## config.mk

```make
export PLATFORM = sky130hd
export DESIGN_NAME = log2_fixed
export DESIGN_NICKNAME = d
export VERILOG_FILES = /design/src/rtl/log2_fixed.sv
export SDC_FILE = /design/constraint.sdc
export NUM_CORES = 1
export LEC_CHECK = 0
export ABC_CLOCK_PERIOD_IN_PS = 5700
export CAP_MARGIN = 20
export CORE_MARGIN = 10
export CORE_UTILIZATION = 50
export DETAILED_ROUTE_END_ITERATION = 8
export PLACE_DENSITY = 0.75
export SLEW_MARGIN = 20
export SYNTH_ARGS = -nofsm -noshare
export SYNTH_HDL_FRONTEND = slang
export SYNTH_SLANG_ARGS = --single-unit
```

## constraint.sdc

```tcl
create_clock -name clk -period 5.7 [get_ports clk]
set_input_delay 1.71 -clock clk [delete_from_list [all_inputs] [get_ports clk]]
set_output_delay 1.71 -clock clk [all_outputs]
set_load 0.005 [all_outputs]
```

## src/rtl/log2_fixed.sv

```systemverilog
// Iterative fixed-point log2: the integer part comes from leading-one detection, and the
// fraction bits come from repeated squaring of the normalised mantissa. Runs free, with no handshake.
module log2_fixed #(
  parameter int unsigned W       = 9,
  parameter int unsigned E_INT   = 4,
  parameter int unsigned D_FRAC  = 3,
  parameter int unsigned IN_FRAC = 0,
  parameter int unsigned MW      = 16
) (
  input  logic         clk,
  input  logic         rst,
  input  logic [W-1:0] valor,
  output logic [W-1:0] saida
);

  localparam int unsigned KW = $clog2(W);
  localparam int unsigned IW = (D_FRAC > 1) ? $clog2(D_FRAC) : 1;

  typedef enum logic [1:0] {StLoad, StNorm, StIter, StDone} state_e;

  state_e              state_q, state_d;
  logic [W-1:0]        operand_q, operand_d;
  logic [MW-1:0]       m_q, m_d;
  logic [W-1:0]        int_q, int_d;
  logic [D_FRAC-1:0]   frac_q, frac_d;
  logic [IW-1:0]       iter_q, iter_d;
  logic                invalid_q, invalid_d;
  logic [W-1:0]        saida_q, saida_d;

  logic [KW-1:0]       k;
  logic [MW-1:0]       mant_norm;
  logic [2*MW-1:0]     sq;
  logic [W-1:0]        result;
  logic                unused_sq_low;

  // Position of the most-significant one among the magnitude bits.
  always_comb begin
    k = '0;
    for (int unsigned b = 0; b < W - 1; b++) begin
      if (operand_q[b]) k = KW'(b);
    end
  end

  assign mant_norm = MW'(operand_q[W-2:0]) << (MW - 1 - k);

  // m is in Q1.(MW-1), so the square is in Q2.(2MW-2). The top MW+1 bits give Q2.(MW-1).
  assign sq            = {{MW{1'b0}}, m_q} * {{MW{1'b0}}, m_q};
  assign unused_sq_low = ^sq[MW-2:0];

  assign result = (int_q << D_FRAC) | W'(frac_q);

  always_comb begin
    state_d   = state_q;
    operand_d = operand_q;
    m_d       = m_q;
    int_d     = int_q;
    frac_d    = frac_q;
    iter_d    = iter_q;
    invalid_d = invalid_q;
    saida_d   = saida_q;

    unique case (state_q)
      StLoad: begin
        operand_d = valor;
        invalid_d = 1'b0;
        frac_d    = '0;
        state_d   = StNorm;
      end
      StNorm: begin
        iter_d = IW'(D_FRAC - 1);
        if (operand_q[W-1] || (operand_q == '0)) begin
          invalid_d = 1'b1;
          m_d       = '0;
          int_d     = '0;
        end else begin
          m_d   = mant_norm;
          int_d = W'(k) - W'(IN_FRAC);
        end
        state_d = StIter;
      end
      StIter: begin
        frac_d[iter_q] = sq[2*MW-1];
        if (sq[2*MW-1]) begin
          m_d = sq[2*MW-1:MW];
        end else begin
          m_d = sq[2*MW-2:MW-1];
        end
        if (iter_q == '0) begin
          state_d = StDone;
        end else begin
          iter_d = iter_q - IW'(1);
        end
      end
      StDone: begin
        saida_d = invalid_q ? {1'b1, {(W-1){1'b0}}} : result;
        state_d = StLoad;
      end
      default: state_d = StLoad;
    endcase
  end

  always_ff @(posedge clk) begin
    if (rst) begin
      state_q   <= StLoad;
      operand_q <= '0;
      m_q       <= '0;
      int_q     <= '0;
      frac_q    <= '0;
      iter_q    <= '0;
      invalid_q <= 1'b0;
      saida_q   <= '0;
    end else begin
      state_q   <= state_d;
      operand_q <= operand_d;
      m_q       <= m_d;
      int_q     <= int_d;
      frac_q    <= frac_d;
      iter_q    <= iter_d;
      invalid_q <= invalid_d;
      saida_q   <= saida_d;
    end
  end

  assign saida = saida_q;

  // The result must fit in W bits, and the mantissa must hold every magnitude bit.
  always_ff @(posedge clk) begin
    assert ((E_INT + D_FRAC + 1 <= W) && (MW - 1 >= W - 2));
  end

endmodule

```

==> impl_metrics.tcl, run 1 <==
set metrics [dict create \
    rsz0062_at_grt "yes" \
    setup_ws_ns -0.375 \
    synth_common_cells "263 x inv_1, 161 x fa_1, 108 x ha_1" \
    die_width_um 157 \
    yosysMostFrequentCell "inv_1" \
    io_buffers 17 \
    syn_avg_cell_area_um2 8.67 \
    wl_met2_um 12400 \
    ir_drop_mv 0.259 \
    routabilityCongestion 0.945 \
    antenna_found_initial 0 \
    synth-main-ff-cell "dfxtp_1" \
    avgRoutedWirePerCell_um 15.9 \
    intPower_uw 1050 \
    drc 0 \
    place_area_um2 10800 \
    layout.nets 1517 \
    p_comb_share_pct 62.7 \
    met3WireLength_um 936 \
    cts_tree "done" \
    status "finished with violations" \
    finalSetupTns_ns -5.61 \
    p_switching_uw 887 \
    die_area_um2 24600 \
    muxShareOfSynthArea_pct 3.70 \
    yosys.area.top_type_share_pct 34.4 \
    numCtsBuffers 5 \
    drt_iter0_markers 458 \
    crit_path_max_fanout 5 \
    ys_types 68 \
    critical-path-top-delay-family "adder cells" \
    vias 7694 \
    crit_path_top_delay_cell "fa_1" \
    hpwl_um 18000 \
    clock-root-buffer "clkbuf_16" \
    synth_seq_area_share_pct 9.20 \
    io_pins 20 \
    final_cell_area_um2 11700 \
    die_h_um 157 \
    ant_nets 0 \
    place_ws_ns -0.433 \
    cp_num_buf_inv 9 \
    cts.sinks 43 \
    yosys.area.top_type "fa_1" \
    start_util_pct 51.4 \
    max_freq_ghz 0.165 \
    arrival_ns 6.24 \
    clock_latency_ns 0.28 \
    finalSetupViolations 19 \
    clk_pin_slew_ns 0.06 \
    crit_chain "buf_6, buf_4, nand2_1, fa_1, fa_1, inv_1, fa_1, fa_1, fa_1, inv_1, fa_1, inv_1, ha_4, a211oi_4, buf_4, buf_4, o21a_1, a21oi_2, buf_4, a211oi_2, buf_4, xnor2_2, mux2i_2, a22o_1" \
    violations "negative setup slack" \
    p_seq_share_pct 23.0 \
    clkPwrFrac_pct 14.3 \
    dr.pass1.iters 5 \
    synth_top_family_by_area "adder cells" \
    hold_violations 0 \
    synthAdderAreaFrac_pct 48.9 \
    synth-simple-area-share_pct 12.7 \
    slew_viol_final 0 \
    synth_area_um2 9360 \
    syn-instance-count 1079 \
    period_share_pct 107 \
    critPathLaunchType "register" \
    synth_compound_area_share_pct 9.91 \
    routed_via_density 5.24 \
    fillers 1395 \
    synth_seq_cells 43 \
    p_per_area_nw_per_um2 166 \
    wl_met1_um 9330 \
    slew_headroom_pct 45.1 \
    synth_xor_area_share_pct 2.81 \
    core_region_area_um2 18200 \
    crit_required_ns 5.87 \
    slowest_delay_ns 0.54 \
    finalNonFillerCells 1467 \
    power.leakage_uw 0.00644 \
    syn2layout_area_growth_pct 24.7 \
    path_common_cell "fa_1" \
    top_layer "met4" \
    grt_usage_pct 18.8 \
    critical_path_class "reg -> reg" \
    synth_edf_count 0 \
    synth_area_leaders "fa_1 34%, ha_1 14%, inv_1 11%" \
    grt_pass1_wl_um 38300 \
    grt_overflow 0 \
    grt_max_degree 37 \
    min-delay-path-class "reg -> reg" \
    fin_skew_ns 0.00682 \
    row_count 49 \
    h-tree-depth 2 \
    cp-end-kind "register" \
    drt-total-wl_um 23300 \
    drv_cap 0 \
    yosysWarnings 0 \
    fin_util_pct 64.1 \
    async_flop_share_pct 0 \
    worst_slew_pin_slew_ns 0.815 \
    drive_gt1_share_pct 23.0 \
    grt_pass1_vias 8249 \
    sw_frac_of_total_pct 45.8 \
    hold_buffers 0 \
    post-route-min-period_ns 6.07 \
    antenna_cells 0 \
    cts.path.max_buffers 2 \
    placed_cells 1428 \
]
worst paths after layout:
kind	startpoint	end	slack [ns]	cells past startpoint
worst max-delay path	m_q[1]	m_q[12]	-0.37	24
worst min-delay path	int_q[1]	int_q[1]	0.48	2
worst max register to register	m_q[1]	m_q[12]	-0.37	24
worst min register to register	int_q[1]	int_q[1]	0.48	2
state kept, by name, indices dropped and copies added (netlist names):
signal / count
invalid_q: 1
m_q: 16
int_q: 3
state_q: 2
frac_q: 3
operand_q: 9
saida: 7
iter_q: 2
through the flow:
step | total power, uW | hold slack, ns
4_1_cts | 1880 | 0.482
3_5_place_dp | 1570 | 0.473
2_1_floorplan | 1200 | 0.441
5_1_grt | 2080 | 0.497
3_3_place_gp | 1540 | 0.468
6_report | 1940 | 0.483
placed cells by master, fill, tap and decap left out, drive strengths merged, types with 6 or more instances in the layout:
cell,Yosys,routed
inv,263,261
buf,6,175
fa,161,161
ha,108,108
nand2,96,96
nor2,64,64
a21oi,46,46
dfxtp,43,43
and2,36,36
o21ai,31,31
mux2i,29,29
xnor2,21,21
clkdlybuf4s50,0,17
nor2b,15,15
a21o,11,11
xor2,9,9
nand4,9,9
a211oi,9,9
nor3,8,8
clkbuf,37,7
or2,6,6
logic make-up (layout without fill, tap and decap cells):
logic type	Yosys count	count (layout)
flip-flops	43	43
other	1	2
AO/OA/AOI/OAI	141	141
multiplexers	33	33
buffers and inverters	307	465
AND/OR/NAND/NOR	255	255
XOR/XNOR	30	30
adder cells (fa/ha/maj)	269	269
power by group through the flow:
stage	clock [uW]	combinational (uW)	sequential, uW
2_1_floorplan	0	796	404
3_3_place_gp	0	1090	450
3_5_place_dp	0	1120	449
4_1_cts	276	1170	440
5_1_grt	290	1340	455
6_report	277	1210	446
cell type report:
cell class	instances	area [um2]	share of cell area (%)
Clock buffer	6	129	1.10
Clock inverter	2	12.5	0.107
Inverter	264	1010	8.63
Multi-Input combinational cell	730	7670	65.8
Sequential cell	43	903	7.74
Tap cell	229	287	2.46
Timing Repair Buffer	193	1660	14.2
metal layers:
layer	GRT usage, %	up-vias
met1	22.8	3795
met4	4.63	0
met2	34.9	199
li1	-	3649
met3	1.70	51
met5	0	-
worst min-delay path: stages, from the launching register on:
cell and delay [ns]:
dfxtp_1 0.32, nand2_1 0.07, a21oi_1 0.05
timing repair:
action,in CTS,in global routing
gates resized for setup,48,77
buffers inserted,21,10
cloned,1,0
pin swaps,28,56
endpoints found under the setup margin,19,19
(Power assumes the default switching activity.)
==> run 2: changes to the inputs <==
ABC_CLOCK_PERIOD_IN_PS = 6400   (was 5700)
CORE_UTILIZATION = 45   (was 50)
PLACE_DENSITY = 0.67   (was 0.75)
SETUP_SLACK_MARGIN = 0.02   (was unset)
clock period = 6.4 ns   (was 5.7 ns; I/O delays follow)
==> run 2 against run 1 <==
  * The run now ends clean
  * Count of clock-buffer cells in the layout decreased by 1
  * Global-route usage shrank 2.5 points
  * Cell area shrank 12%
  * Worst setup slack gained 0.60 ns
  * Clock power up 7.2%
  * Via count down 8.5%
  * Clock skew is 0.0013 ns higher
  * Final cell count decreased by 6.2%
  * Register-to-register slack improved by 0.60 ns
  * Critical endpoint is now m_q[11]
==> impl_metrics.tcl, run 2 (synthesis gave the netlist of run 1 again) <==
set metrics [dict create \
    drive_gt1_share_pct 7.78 \
    rsz0062_at_grt "yes" \
    antenna_found_initial 0 \
    clock_latency_ns 0.29 \
    clk_pin_slew_ns 0.07 \
    cp-end-kind "register" \
    hold_buffers 0 \
    holdCritStartpoint "int_q[1]" \
    placed_cells 1368 \
    crit_path_max_fanout 9 \
    vias 7039 \
    final_common_cell "inv_1" \
    slew_viol_final 0 \
    final_cell_area_um2 10300 \
    place_ws_ns -0.0294 \
    routed_via_density 5.12 \
    hold_end "int_q[1]" \
    period_share_pct 96.4 \
    cts.sinks 43 \
    status "complete, no violations" \
    die_area_um2 27000 \
    arrival_ns 6.34 \
    setup_ws_ns 0.229 \
    critical_path_class "reg -> reg" \
    slew_headroom_pct 44.7 \
    min_delay_path_depth 2 \
    post-route-min-period_ns 6.17 \
    drc 0 \
    fin_skew_ns 0.00808 \
    ant_nets 0 \
    ff2ff_setup_slack_ns 0.23 \
    core_region_area_um2 20400 \
    p_per_area_nw_per_um2 161 \
    finalSetupViolations 0 \
    power.leakage_uw 0.00570 \
    die_width_um 164 \
    crit_required_ns 6.57 \
    layout.nets 1385 \
    drt-total-wl_um 20900 \
    antenna_cells 0 \
    die_h_um 164 \
    ir_drop_mv 0.155 \
    h-tree-depth 2 \
    io_buffers 17 \
    critPathLaunchType "register" \
    min-delay-path-class "reg -> reg" \
    grt_overflow 0 \
    numCtsBuffers 5 \
    hold-worst-slack_ns 0.471 \
    cts_tree "done" \
    grt_max_degree 37 \
    largest_reg_flops 16 \
    hpwl_um 17500 \
    grt_pass1_wl_um 36300 \
    finalPower_uw 1650 \
    avgRoutedWirePerCell_um 15.2 \
    drv_cap 0 \
    finalNonFillerCells 1376 \
    final_cell_mix "263 x inv_1, 161 x fa_1, 108 x ha_1" \
    drt_iter0_markers 411 \
    r2r_cells 22 \
    rr_startpoint "m_q[9]" \
    dr.pass1.iters 5 \
    routabilityCongestion 0.927 \
    cts.path.max_buffers 2 \
    hold_violations 0 \
    regMostFlops "m_q" \
    worstReg2RegEnd "m_q[11]" \
    worst_slew_pin_slew_ns 0.823 \
    start_util_pct 45.9 \
    row_count 52 \
    grt_usage_pct 16.3 \
    max_freq_ghz 0.162 \
    io_pins 20 \
    place_area_um2 10000 \
    grt_pass1_vias 7527 \
    clock-root-buffer "clkbuf_16" \
    syn2layout_area_growth_pct 9.64 \
]
[run 2: cell types whose count changed in the layout (fill, tap and decap cells not counted), moves of 7 or more]
cell,before,now
nand2_1,88,96
inv_1,248,263
ha_1,100,108
and2_1,29,36
buf_4,153,43
buf_6,14,0
and2_4,7,0
inv_2,13,0
[run 2: timing repair]
action | in CTS | in global routing
endpoints found under the setup margin | 16 | 19
hold endpoints to repair | 0 | 0
resized for setup | 6 | 22
pin swaps | 0 | 1
buffers inserted | 0 | 0
[run 2: stage by stage]
step                setup TNS (ns)  utilization [%]
CTS                              0             50.1
floorplan                        0                -
finish                           0             50.4
global placement                 0             49.2
detailed placement         -0.0560             49.2
global route                     0             50.4
[run 2: worst max-delay path by stage]
stage | from | to | slack (ns) | cells past startpoint
after floorplan | m_q[1] | m_q[9] | 0.35 | 24
after global placement | m_q[10] | m_q[3] | 0.03 | 21
after detailed placement | m_q[10] | m_q[13] | -0.03 | 21
after CTS | m_q[6] | m_q[11] | 0.03 | 22
after global routing | m_q[12] | m_q[11] | 0.0009 | 23
final | m_q[9] | m_q[11] | 0.23 | 22
[run 2: area by class of cell]
cell class | count | area [um2]
fill | 1932 | 10100
multi-input combinational | 730 | 7360
inverter | 264 | 991
sequential | 43 | 888
timing repair buffer | 61 | 513
tap | 270 | 338
clock buffer | 5 | 125
clock inverter | 3 | 46.3
[run 2: worst max-delay path, cell delays in order (launching register included)]
cell and delay [ns]:
dfxtp_2 0.39, buf_4 0.18, and2_1 0.17, fa_1 0.53, inv_1 0.05, fa_1 0.48, inv_1 0.05, fa_1 0.48
fa_1 0.50, fa_1 0.49, inv_1 0.05, fa_1 0.48, inv_1 0.04, ha_1 0.32, a211oi_2 0.27, o21bai_1 0.15
o2111ai_1 0.22, a21oi_1 0.08, a211o_1 0.35, a21boi_2 0.23, xor2_1 0.25, mux2i_2 0.11, o21ba_1 0.18
[run 2: metal layers]
metal  wire length, um  GRT usage (%)
met1              9300           21.1
met2             10700           29.2
met4               243           2.97
met5                 0              0
met3               634           1.35
[run 2: power by group]
group | switching (uW) | total [uW] | internal (uW) | leakage [uW]
clock | 112 | 297 | 185 | 0.0000804
sequential | 94.0 | 414 | 320 | 0.000358
combinational | 553 | 942 | 390 | 0.00526
total | 758 | 1650 | 895 | 0.00570
